File: src/rtl/spi_byte_master.sv
// spi_byte_master
// SPI mode-0 master byte engine. Accepts bytes on a valid/ready handshake,
// shifts them out MSB-first on mosi_o while sampling miso_i on each SCK rise,
// and returns the received byte with a one-cycle rx_valid pulse. tx_last
// decides whether chip select is released after the byte or held low so that
// several bytes form one SPI transaction.
module spi_byte_master #(
    parameter int DIV = 4   // SCK half-period in clk cycles, 1..255
) (
    input  logic       clk,
    input  logic       rst_n,
    input  logic [7:0] tx_data,
    input  logic       tx_valid,
    input  logic       tx_last,
    output logic       tx_ready,
    output logic [7:0] rx_data,
    output logic       rx_valid,
    output logic       busy,
    output logic       sck_o,
    output logic       mosi_o,
    input  logic       miso_i,
    output logic       cs_n_o
);

    typedef enum logic [2:0] {
        S_IDLE,   // CS high, waiting for a byte
        S_SETUP,  // CS low, MSB presented, SCK low before first rise
        S_HIGH,   // SCK high phase
        S_LOW,    // SCK low phase
        S_OPEN,   // CS still low, waiting for the next byte of the frame
        S_HOLD    // CS low, SCK low, trailing delay before CS release
    } state_t;

    // Divider compare value; the counter runs 0..DIV-1 so 8 bits cover DIV=255.
    localparam logic [7:0] DIV_LAST = 8'(DIV - 1);

    state_t     r_state;
    logic [7:0] r_div;
    logic [6:0] r_tx_sh;     // bits still to be sent after the one on mosi_o
    logic [7:0] r_rx_sh;
    logic [3:0] r_bit_cnt;   // number of SCK rises in the current byte
    logic       r_last;

    logic       w_div_exp;
    logic       w_accept;
    logic       w_sck_rise;
    logic       w_byte_done;

    assign tx_ready    = (r_state == S_IDLE) || (r_state == S_OPEN);
    assign busy        = (r_state != S_IDLE);
    assign w_accept    = tx_valid && tx_ready;
    assign w_div_exp   = (r_div == DIV_LAST);

    // The byte ends when the low phase after the 8th rise expires.
    assign w_byte_done = w_div_exp && (r_state == S_LOW) && (r_bit_cnt == 4'd8);

    // An SCK rise happens when SETUP or a non-final LOW phase expires.
    assign w_sck_rise  = w_div_exp &&
                         ((r_state == S_SETUP) ||
                          ((r_state == S_LOW) && (r_bit_cnt != 4'd8)));

    // Phase divider: held at zero while waiting, restarts on every phase change.
    always_ff @(posedge clk or negedge rst_n) begin
        if (!rst_n) begin
            r_div <= '0;
        end else if (tx_ready || w_div_exp) begin
            r_div <= '0;
        end else begin
            r_div <= r_div + 8'd1;
        end
    end

    // Receive shift and bit count advance on each SCK rise; count clears per byte.
    always_ff @(posedge clk or negedge rst_n) begin
        if (!rst_n) begin
            r_rx_sh   <= '0;
            r_bit_cnt <= '0;
        end else if (w_accept) begin
            r_bit_cnt <= '0;
        end else if (w_sck_rise) begin
            r_rx_sh   <= {r_rx_sh[6:0], miso_i};
            r_bit_cnt <= r_bit_cnt + 4'd1;
        end
    end

    // Sequencer: phase transitions, transmit shifting and all registered SPI outputs.
    always_ff @(posedge clk or negedge rst_n) begin
        if (!rst_n) begin
            r_state  <= S_IDLE;
            r_tx_sh  <= '0;
            r_last   <= 1'b0;
            sck_o    <= 1'b0;
            mosi_o   <= 1'b0;
            cs_n_o   <= 1'b1;
            rx_data  <= '0;
            rx_valid <= 1'b0;
        end else begin
            rx_valid <= 1'b0;
            case (r_state)
                S_IDLE, S_OPEN: begin
                    if (w_accept) begin
                        r_state <= S_SETUP;
                        r_tx_sh <= tx_data[6:0];
                        r_last  <= tx_last;
                        mosi_o  <= tx_data[7];
                        cs_n_o  <= 1'b0;
                        sck_o   <= 1'b0;
                    end
                end
                S_SETUP: begin
                    if (w_sck_rise) begin
                        r_state <= S_HIGH;
                        sck_o   <= 1'b1;
                    end
                end
                S_HIGH: begin
                    // Falling edge: present the next bit; after bit 0 a zero shifts in.
                    if (w_div_exp) begin
                        r_state <= S_LOW;
                        sck_o   <= 1'b0;
                        mosi_o  <= r_tx_sh[6];
                        r_tx_sh <= {r_tx_sh[5:0], 1'b0};
                    end
                end
                S_LOW: begin
                    if (w_byte_done) begin
                        rx_data  <= r_rx_sh;
                        rx_valid <= 1'b1;
                        mosi_o   <= 1'b0;
                        r_state  <= r_last ? S_HOLD : S_OPEN;
                    end else if (w_sck_rise) begin
                        r_state <= S_HIGH;
                        sck_o   <= 1'b1;
                    end
                end
                S_HOLD: begin
                    if (w_div_exp) begin
                        r_state <= S_IDLE;
                        cs_n_o  <= 1'b1;
                    end
                end
                default: begin
                    r_state <= S_IDLE;
                    sck_o   <= 1'b0;
                    mosi_o  <= 1'b0;
                    cs_n_o  <= 1'b1;
                end
            endcase
        end
    end

endmodule
File: config.mk
export PLATFORM = sky130hd
export DESIGN_NAME = spi_byte_master
export DESIGN_NICKNAME = d
export VERILOG_FILES = /design/src/rtl/spi_byte_master.sv
export SDC_FILE = /design/constraint.sdc
export NUM_CORES = 1
export LEC_CHECK = 0
export CELL_PAD_IN_SITES_DETAIL_PLACEMENT = 0
export CELL_PAD_IN_SITES_GLOBAL_PLACEMENT = 2
export CORE_MARGIN = 2
export CORE_UTILIZATION = 41
export CTS_CLUSTER_SIZE = 16
export DETAILED_ROUTE_END_ITERATION = 10
export DONT_BUFFER_PORTS = 1
export GPL_TIMING_DRIVEN = 1
export MAX_ROUTING_LAYER = met4
export PLACE_DENSITY_LB_ADDON = 0.1
export SLEW_MARGIN = 20
export SYNTH_ARGS = -nofsm -noshare
export SYNTH_HDL_FRONTEND = slang
export SYNTH_SLANG_ARGS = --single-unit
File: constraint.sdc
create_clock -name clk -period 2.35 [get_ports clk]
set_clock_uncertainty 0.1 [all_clocks]
set_input_delay 0.235 -clock clk [delete_from_list [all_inputs] [get_ports clk]]
set_output_delay 0.235 -clock clk [all_outputs]
set_load 0.005 [all_outputs]
==> results.yml <==
place:
  gp_congestion: 0.767
  dp_hpwl_mm: 2.45
  dp.cells: 217
  io_buffers: 0
floorplanning:
  core_area_sq_mm: 0.00466
  io_pins: 27
  die_x_microns: 73.0
  row_count: 25
  fp.dieH_microns: 73.0
  initial_core_util: 0.419
  dieArea_sq_mm: 0.00533
final_layout:
  nets: 191
  mostFrequentLayoutCell: "dfrtp_1"
  stdcell_count: 230
  utilization: 0.474
  layout_common_cells: "42 x dfrtp_1, 18 x mux2_2, 15 x nand2_1"
  area_growth_pct: 12.9
  layout-drive-gt1-share: 0.244
  diodes: 0
synth:
  synth-simple-area-share: 0.142
  synth_compound_area_frac: 0.0915
  synth_top_family_by_area: "multiplexers"
  ys_types: 42
  synth_fp_nets: 180
  avgSynthCellArea_sq_um: 11.9
  async_reset_ff_frac: 1.00
  synthAdderAreaFrac: 0.0192
  synth-xor-area-share: 0.0269
  yosys_most_used_dff: "dfrtp_1"
  seq_area_frac_synth: 0.551
  synth_edf_count: 0
  syn-cell-area_sq_mm: 0.00195
  synthMuxAreaShare: 0.145
  ys_ff_latch: 43
  synth_cells: 164
  yosysWarnings: 0
drt:
  drc_errors: 0
  vias: 1228
  drtPass1Iterations: 4
  first_iter_violations: 53
  drt_wl_total_mm: 3.63
  viasPerCell: 5.34
  antenna_left: 0
  wire_per_inst_microns: 15.8
critical_path:
  crit_fanout: 11
  worst-setup-path-type: "reg2reg"
  worst_ep_arrival_time_ns: 2.31
  reg2reg_depth: 6
  crit_required_ns: 2.44
  cp-start-kind: "flop"
  end_kind: "flop"
flow_run:
  maxCapViolCount: 0
clock_tree:
  cts_buffers: 5
  insertion_delay_ns: 0.29
  htreeDepth: 2
  cts_root_buf: "clkbuf_8"
  clk_pin_slew_worst_paths_ns: 0.09
  cts_sinks: 43
  clock_path_buffers: 2
  cts_tree: "done"
sta:
  hold_violations: 0
  fmax_mhz: 450
  setup_viol: 0
  fin_crit_sh: 0.946
  min_period_ns: 2.22
  finalHoldWorstSlack_ns: 0.0337
  drv_slew: 0
  worstMarginPinSlew_ns: 0.559
  relSlewSlack: 0.626
  tns_ns: 0
outcome:
  status: "completed"
global_routing:
  gr-total-overflow: 0
  antenna_found_initial: 0
  grt_start_max_net_pins: 44
  track_usage: 0.159
  grt_pass1_wl_mm: 6.24
  grt_pass1_vias: 1311
power:
  p_per_area_mw_per_mm2: 1050
  leakage_nw: 1.03
  vdd_drop_max_uv: 460
  power_mw: 2.31
min_path:
  hold_depth: 2
  hold_class: "in2reg"
## flip-flops by register name, indices dropped and copies added, names as in the netlist
name,count
rx_data,8
r_rx_sh,8
r_last,1
r_bit_cnt,4
rx_valid,1
r_div,8
r_state,3
mosi_o,1
r_tx_sh,7
sck_o,1
cs_n_o,1
## worst max-delay path: stages, from the launching register on
cell and delay [ns]:
dfrtp_1 0.42, ha_1 0.24, nor3b_2 0.37, nand4b_1 0.23, a21oi_2 0.24, buf_12 0.16
mux2_2 0.34
## Yosys cell counts, types with 3 or more instances
cell type / number / area [sq um]
inv_1: 5 / 18.8
a21oi_1: 3 / 15.0
dfrtp_1: 42 / 1050
xor2_1: 5 / 43.8
nand3_1: 6 / 30.0
nand2_1: 15 / 56.3
nor2_1: 10 / 37.5
o21ai_0: 6 / 30.0
ha_1: 3 / 37.5
nor2b_1: 3 / 18.8
mux2_2: 18 / 203
mux2i_1: 8 / 80.1
nor3b_1: 3 / 22.5
## through the flow
| stage | setup slack, ns | area, sq um |
|---|---|---|
| detailed placement | 0.172 | 2040 |
| global route | -0.00431 | 2210 |
| floorplan | 0.419 | 1950 |
| global placement | 0.184 | 2040 |
| finish | 0.127 | 2210 |
| CTS | 0.162 | 2200 |
## layout make-up
class	count	area [sq um]
multi-input combinational	111	841
tap	54	67.6
clock buffer	5	68.8
timing repair buffer	9	110
fill	450	2450
clock inverter	3	23.8
inverter	5	18.8
sequential	43	1080
## final timing paths
check	start	end	slack [ns]
min reg2reg	r_tx_sh[4]	r_tx_sh[4]	0.38
min in group asynchronous	rst_n	r_last	0.36
max	r_div[0]	r_rx_sh[0]	0.13
max in group asynchronous	rst_n	cs_n_o	1.54
max reg2reg	r_div[0]	r_rx_sh[0]	0.13
min	tx_data[4]	r_tx_sh[4]	0.03
## routing by layer
layer	track usage	up-vias	share of wire
met5	-	-	0
met4	0.0556	0	0.012
met3	0.0525	5	0.042
met2	0.245	19	0.48
met1	0.196	608	0.47
li1	-	596	-
## cells by family after synthesis
kind of cell,count (synthesis)
buffers and inverters,10
adder cells (fa/ha/maj),3
AND/OR/NAND/NOR,50
multiplexers,26
AO/OA/AOI/OAI,26
flip-flops,43
XOR/XNOR,6
## power breakdown
part | leakage (nW) | internal (mW) | switching, mW
Combinational | 0.427 | 0.345 | 0.342
Clock | 0.0408 | 0.213 | 0.275
Sequential | 0.561 | 0.948 | 0.187
Total | 1.03 | 1.51 | 0.803
## repair_timing
action / in CTS / in global routing
hold buffers: 5 / 0
gates resized for setup: 0 / 2
setup buffers: 0 / 0
hold endpoints to repair: 46 / 0
endpoints found under the setup margin: 0 / 3
(Power assumes the default switching activity.)
